[config.mk]
export PLATFORM = sky130hd
export DESIGN_NAME = store_buffer
export DESIGN_NICKNAME = d
export VERILOG_FILES = /design/src/rtl/store_buffer.sv
export SDC_FILE = /design/constraint.sdc
export NUM_CORES = 1
export LEC_CHECK = 0
export BUFFER_PORTS_ARGS = -buffer_cell sky130_fd_sc_hd__buf_2
export CAP_MARGIN = 5
export CELL_PAD_IN_SITES_DETAIL_PLACEMENT = 1
export CELL_PAD_IN_SITES_GLOBAL_PLACEMENT = 1
export CORE_AREA = 10 10 221 223
export CTS_CLUSTER_DIAMETER = 120
export DETAILED_ROUTE_END_ITERATION = 7
export DIE_AREA = 0 0 231 233
export HOLD_SLACK_MARGIN = 0.1
export PLACE_DENSITY_LB_ADDON = 0.1
export SLEW_MARGIN = 15
export SYNTH_ARGS = -nofsm -noshare
export SYNTH_HDL_FRONTEND = slang
export SYNTH_SLANG_ARGS = --single-unit
[constraint.sdc]
create_clock -name clk -period 3.55 [get_ports clk]
set_clock_uncertainty 0.2 [all_clocks]
set_input_delay 0.5325 -clock clk [delete_from_list [all_inputs] [get_ports clk]]
set_output_delay 0.5325 -clock clk [all_outputs]
set_load 0.02 [all_outputs]
[src/rtl/store_buffer.sv]
// store_buffer: a circular FIFO of pending stores that sits between the Memory
// stage and the data memory.
//  - Stores are enqueued when MemWriteM=1 and StallM=0.
//  - The buffer drains in acceptance order through a BufWe/BufAck handshake.
//  - Load/store address matching uses only the word address bits [31:2].
// Optional feature macro: STORE_BUF_FWD_EN.
//  - Defined: a load that hits a buffered store takes the data of the youngest
//    matching entry through FwdHitM/FwdDataM.
//  - Undefined (default): such a load raises StallM until the matching entries
//    have drained.
// BufWe/BufAdr/BufWd are registered. They show a preview of the head entry as
// it will be after the coming edge.
module store_buffer #(
    parameter int DEPTH = 4
) (
    input  logic                   clk,
    input  logic                   reset,
    input  logic                   MemWriteM,
    input  logic                   MemReadM,
    input  logic [31:0]            DataAdrM,
    input  logic [31:0]            WriteDataM,
    output logic                   StallM,
    output logic                   FwdHitM,
    output logic [31:0]            FwdDataM,
    output logic                   BufWe,
    output logic [31:0]            BufAdr,
    output logic [31:0]            BufWd,
    input  logic                   BufAck,
    output logic [$clog2(DEPTH):0] Count
);

    localparam int PTR_W = $clog2(DEPTH);
    localparam int CNT_W = PTR_W + 1;

    logic [PTR_W-1:0] head_ptr_r;
    logic [PTR_W-1:0] tail_ptr_r;
    logic [CNT_W-1:0] count_r;
    logic [31:0]      adr_mem_r  [DEPTH];
    logic [31:0]      data_mem_r [DEPTH];
    logic             buf_we_r;
    logic [31:0]      buf_adr_r;
    logic [31:0]      buf_wd_r;

    logic [PTR_W-1:0] head_next_s;
    logic [PTR_W-1:0] tail_next_s;
    logic [CNT_W-1:0] count_next_s;
    logic             buf_we_next_s;
    logic [31:0]      buf_adr_next_s;
    logic [31:0]      buf_wd_next_s;
    logic             empty_s;
    logic             full_s;
    logic             load_s;
    logic             enq_s;
    logic             pop_s;
    logic             store_stall_s;
    logic             load_stall_s;
    logic             match_s;
    logic             entry_hit_s;
    logic [31:0]      match_data_s;
    logic [PTR_W-1:0] fwd_idx_s;

    // Occupancy flags and the store/pop handshake qualifiers.
    always_comb begin
        empty_s       = (count_r == {CNT_W{1'b0}});
        full_s        = (count_r == CNT_W'(DEPTH));
        load_s        = MemReadM & ~MemWriteM;
        store_stall_s = MemWriteM & full_s;
        pop_s         = ~empty_s & BufAck;
    end

    // Scan the entries from oldest to youngest. A later hit overrides an
    // earlier one, so the youngest matching word address wins.
    always_comb begin
        match_s      = 1'b0;
        match_data_s = 32'h0000_0000;
        entry_hit_s  = 1'b0;
        fwd_idx_s    = head_ptr_r;
        for (int i = 0; i < DEPTH; i++) begin
            fwd_idx_s    = head_ptr_r + PTR_W'(i);
            entry_hit_s  = (CNT_W'(i) < count_r) &&
                           (adr_mem_r[fwd_idx_s][31:2] == DataAdrM[31:2]);
            match_s      = match_s | entry_hit_s;
            match_data_s = entry_hit_s ? data_mem_r[fwd_idx_s] : match_data_s;
        end
    end

    // Load hazard: either forward the youngest match or stall until it drains.
    always_comb begin
`ifdef STORE_BUF_FWD_EN
        load_stall_s = 1'b0;
        if (load_s && match_s) begin
            FwdHitM  = 1'b1;
            FwdDataM = match_data_s;
        end else begin
            FwdHitM  = 1'b0;
            FwdDataM = 32'h0000_0000;
        end
`else
        FwdHitM      = 1'b0;
        FwdDataM     = 32'h0000_0000;
        load_stall_s = load_s & match_s;
`endif
    end

    // Stall and enqueue decision. A pop on the same edge does not free a slot
    // for a store that arrives while the buffer is full.
    always_comb begin
        StallM = store_stall_s | load_stall_s;
        enq_s  = MemWriteM & ~StallM;
    end

    // Next pointer and occupancy values. Pointers wrap naturally because DEPTH
    // is a power of two.
    always_comb begin
        if (pop_s) begin
            head_next_s = head_ptr_r + PTR_W'(1);
        end else begin
            head_next_s = head_ptr_r;
        end
        if (enq_s) begin
            tail_next_s = tail_ptr_r + PTR_W'(1);
        end else begin
            tail_next_s = tail_ptr_r;
        end
        case ({enq_s, pop_s})
            2'b10:   count_next_s = count_r + CNT_W'(1);
            2'b01:   count_next_s = count_r - CNT_W'(1);
            default: count_next_s = count_r;
        endcase
    end

    // Preview of the head entry after this edge, for the registered memory
    // port. The incoming store becomes the head when the buffer is empty, or
    // when its only entry pops on the same edge.
    always_comb begin
        buf_we_next_s = (count_next_s != {CNT_W{1'b0}});
        if (!buf_we_next_s) begin
            buf_adr_next_s = 32'h0000_0000;
            buf_wd_next_s  = 32'h0000_0000;
        end else if (empty_s || (pop_s && (count_r == CNT_W'(1)))) begin
            buf_adr_next_s = DataAdrM;
            buf_wd_next_s  = WriteDataM;
        end else begin
            buf_adr_next_s = adr_mem_r[head_next_s];
            buf_wd_next_s  = data_mem_r[head_next_s];
        end
    end

    // Pointer, count and memory-port state. Reset clears it at once and drops
    // every pending store.
    always_ff @(posedge clk or negedge reset) begin
        if (!reset) begin
            head_ptr_r <= {PTR_W{1'b0}};
            tail_ptr_r <= {PTR_W{1'b0}};
            count_r    <= {CNT_W{1'b0}};
            buf_we_r   <= 1'b0;
            buf_adr_r  <= 32'h0000_0000;
            buf_wd_r   <= 32'h0000_0000;
        end else begin
            head_ptr_r <= head_next_s;
            tail_ptr_r <= tail_next_s;
            count_r    <= count_next_s;
            buf_we_r   <= buf_we_next_s;
            buf_adr_r  <= buf_adr_next_s;
            buf_wd_r   <= buf_wd_next_s;
        end
    end

    // Storage array. The count qualifies every entry, so it needs no reset.
    always_ff @(posedge clk) begin
        if (enq_s) begin
            adr_mem_r[tail_ptr_r]  <= DataAdrM;
            data_mem_r[tail_ptr_r] <= WriteDataM;
        end
    end

    assign BufWe  = buf_we_r;
    assign BufAdr = buf_adr_r;
    assign BufWd  = buf_wd_r;
    assign Count  = count_r;

endmodule

==> summary.md <==
| Metric | Value |
|---|---|
| HPWL after detailed placement | 39.3 mm |
| Antenna-violating nets left | 0 |
| Placed cell areas | 19,500 sq um |
| Leak | 8.36 nW |
| Post-synth EDFFs | 256 |
| Iteration count of the initial detailed-routing pass | 5 |
| Maximum fanout along the worst path | 6 |
| Area Overhead vs Synth | 26.0% |
| H-Tree Depth | 2 |
| Flops & latches, synth | 328 |
| Type of the worst min-delay path | in -> reg |
| Gr ovfl total | 0 |
| Row count | 77 |
| Clk sink count | about 330 |
| Final period util | 126% |
| Design Area, Final | 21,600 sq um |
| Register area share after synthesis | a little under three fifths |
| Worst setup EP type | primary output |
| Setup ws final | -911 ps |
| Vias in the first global route | 12,600 |
| Initial core utilization | 38.9% |
| Cells after Synth | 1,192 |
| Via count | 11,700 |
| Routed WL per cell | 26.5 um |
| Max Fclk | 0.224 GHz |
| Die Width | 231 um |
| First-pass GRT wire length | between 80 and 90 mm |
| Slew Viols, Final | 0 |
| Final wirelength | 56.7 mm |
| Ys async rst share | 22.0% |
| Final hold vios | 0 |
| Hold_ws | 130 ps |
| Failing checks | negative setup slack |
| Clk slew on worst S/H paths | 60 ps |
| Data required, critical path | 2820 ps |
| Initial antenna violation count | 6 |
| Largest net degree at the start of global routing | 66 |
| RSZ-0062 raised after global routing | yes |
| Syn_area_per_cell | roughly 14 sq um |
| GRT Total Usage | 20.9% |
| Root buffer cell | clkbuf_16 |
| TritonCTS Buffers | 38 |
| Layout Nets | 1,599 |
| Post-route DRC violation count | 0 |
| Synth Warn # | 0 |
| Status | finished with violations |
| Synth cell types | 63 |
| Crit path DAT | 3730 ps |
| GPL Wtd Cong | 0.935 |
| Slew margin rel. | 37.9% |
| Critical Setup Path Class | reg -> out |
| VDD IR max | 0.639 mV |
| Detailed router's first-iteration violation count | 788 |
| Max Cap Viol | 0 |
| Post-Route Utilization | around half |
| CTS Buffer Depth | 3 |
| IO buf count | ~140 |
| CTS tree | built |
| Ports | between 150 and 200 |
| Insertion delay to the later sink of the worst-skew pair | ~570 ps |
| Synth Cell Area | ~17,000 sq um |
| CP startpoint kind | flop |
| Worst Tran Pin Value | 932 ps |
| Ys flop type | edfxtp_1 |
| R2r setup slk | 420 ps |
| Pwr dens | between 900 and 1000 nW/um^2 |
| Chip Height | 233 um |
| Final min period | 4460 ps |
| Setup violators final | 1 |
| Via-to-Cell Ratio | 5.48 |
| Core ar. | 44,100 sq um |
| Die ar. | 53,800 sq um |
| Share of cells above drive strength 1 | 36.5% |
area by class of cell:
cell class                      count  area, sq um
Tap cell                          592          741
Fill cell                        4501        22500
Sequential cell                   328         9500
Inverter                           27          101
Clock buffer                       55         1030
Timing Repair Buffer              381         2930
Antenna cell                        1         2.50
Clock inverter                     15          188
Multi-Input combinational cell    744         7120
cell usage after synthesis (2+ instances only):
| cell type | count | area [sq um] |
|---|---|---|
| edfxtp_1 | 256 | 7690 |
| nand2_1 | 144 | 541 |
| mux4_2 | 123 | 2770 |
| mux2i_1 | 86 | 861 |
| a21oi_1 | 81 | 405 |
| dfrtp_1 | 72 | 1800 |
| xnor2_1 | 62 | 543 |
| xor2_1 | 40 | 350 |
| clkbuf_1 | 38 | 143 |
| buf_4 | 37 | 278 |
| inv_1 | 26 | 97.6 |
| buf_2 | 19 | 95.1 |
| o22ai_1 | 18 | 113 |
| nor2_1 | 16 | 60.1 |
| nor4_1 | 15 | 93.8 |
| buf_1 | 14 | 52.6 |
| buf_6 | 12 | 135 |
| o21ai_0 | 12 | 60.1 |
| ha_1 | 10 | 125 |
| mux2_2 | 9 | 101 |
| a211oi_1 | 8 | 60.1 |
| nand4_1 | 8 | 50.1 |
| nor3_1 | 7 | 35.0 |
| and3_1 | 6 | 37.5 |
| o2bb2ai_1 | 6 | 52.6 |
| a221oi_1 | 5 | 43.8 |
| or4_1 | 5 | 37.5 |
| buf_12 | 4 | 80.1 |
| o2111ai_1 | 4 | 35.0 |
| a22o_1 | 3 | 26.3 |
| a22oi_1 | 3 | 22.5 |
| a31oi_1 | 3 | 18.8 |
| o221ai_1 | 3 | 26.3 |
| a2111oi_0 | 2 | 17.5 |
| a221o_1 | 2 | 20.0 |
| a222oi_1 | 2 | 20.0 |
| mux2i_2 | 2 | 27.5 |
| nand3_1 | 2 | 10.0 |
| o21a_1 | 2 | 15.0 |
| or2_2 | 2 | 12.5 |
layer usage:
layer,GRT usage [%],wire [um]
met1,27.6,24800
met2,34.3,27500
met3,3.94,2730
met4,6.23,1530
met5,0,72
sequential cells by signal, summed over array words and instances (netlist names):
name        count
tail_ptr_r      2
BufWd          32
data_mem_r    128
Count           3
BufWe           1
BufAdr         32
adr_mem_r     128
head_ptr_r      2
placed cells by master (no fill, tap or decap), drive strengths merged, types with 9 or more instances in the layout:
cell           n
buf          338
edfxtp       256
nand2        144
mux4         123
mux2i         89
a21oi         81
dfrtp         72
xnor2         62
clkbuf        55
dlygate4sd3   42
xor2          40
conb          33
inv           29
o22ai         18
nor2          16
nor4          16
o21ai         12
ha            10
clkinv        10
mux2           9
cells by family after synthesis:
kind of cell	count (synthesis)	synth area share, %
XOR/XNOR	102	5.21
flip-flops	328	55.3
adder cells (fa/ha/maj)	10	0.729
buffers and inverters	152	5.18
AO/OA/AOI/OAI	165	6.02
AND/OR/NAND/NOR	213	5.49
other	1	0.0219
multiplexers	221	22.0
where the power goes:
| part | switching (mW) | internal, mW | total, mW |
|---|---|---|---|
| Combinational | 6.25 | 5.15 | 11.4 |
| Clock | 1.61 | 2.27 | 3.88 |
| Sequential | 0.401 | 5.18 | 5.58 |
| Total | 8.27 | 12.6 | 20.9 |
worst paths after layout:
path | startpoint | end | cells past startpoint
setup reg to reg | Count[0]$_DFF_PN0_ | BufAdr[22]$_DFF_PN0_ | 13
max in group asynchronous | reset | BufAdr[1]$_DFF_PN0_ | 3
min in group asynchronous | reset | BufAdr[8]$_DFF_PN0_ | 2
setup / recovery | head_ptr_r[0]$_DFF_PN0_ | StallM | 11
hold / removal | DataAdrM[18] | BufAdr[18]$_DFF_PN0_ | 3
hold reg to reg | tail_ptr_r[1]$_DFFE_PN0P_ | tail_ptr_r[1]$_DFFE_PN0P_ | 2
critical path, cell delays in order, from the launching register on:
cell and delay [ps]:
dfrtp_4 510, buf_6 160, buf_16 130, buf_4 180, mux2i_1 290, o22ai_1 160, or4_1 520, a211oi_1 300
and4_1 300, a22oi_2 120, a211oi_2 290, buf_4 200
stage by stage:
| stage | setup slack (ps) | setup TNS, ps | power (mW) | std cells |
|---|---|---|---|---|
| 6_report | -911 | -911 | 20.9 | 2143 |
| 5_1_grt | -989 | -989 | 22.0 | 2142 |
| 4_1_cts | -917 | -917 | 21.0 | 2138 |
| 3_5_place_dp | -500 | -500 | 16.6 | 2010 |
| 3_3_place_gp | -465 | -465 | 16.5 | 2010 |
| 2_1_floorplan | 178 | 0 | 12.6 | 1224 |
repair_timing:
action / CTS / global route
hold buffers: 42 / 0
endpoints found under the setup margin: 1 / 1
resized for setup: 20 / 26
pin swaps: 10 / 12
cloned: 3 / 0
endpoints found under the hold margin: 241 / 0
setup buffers: 14 / 4
Note: power is estimated with default switching activity, not from simulation.
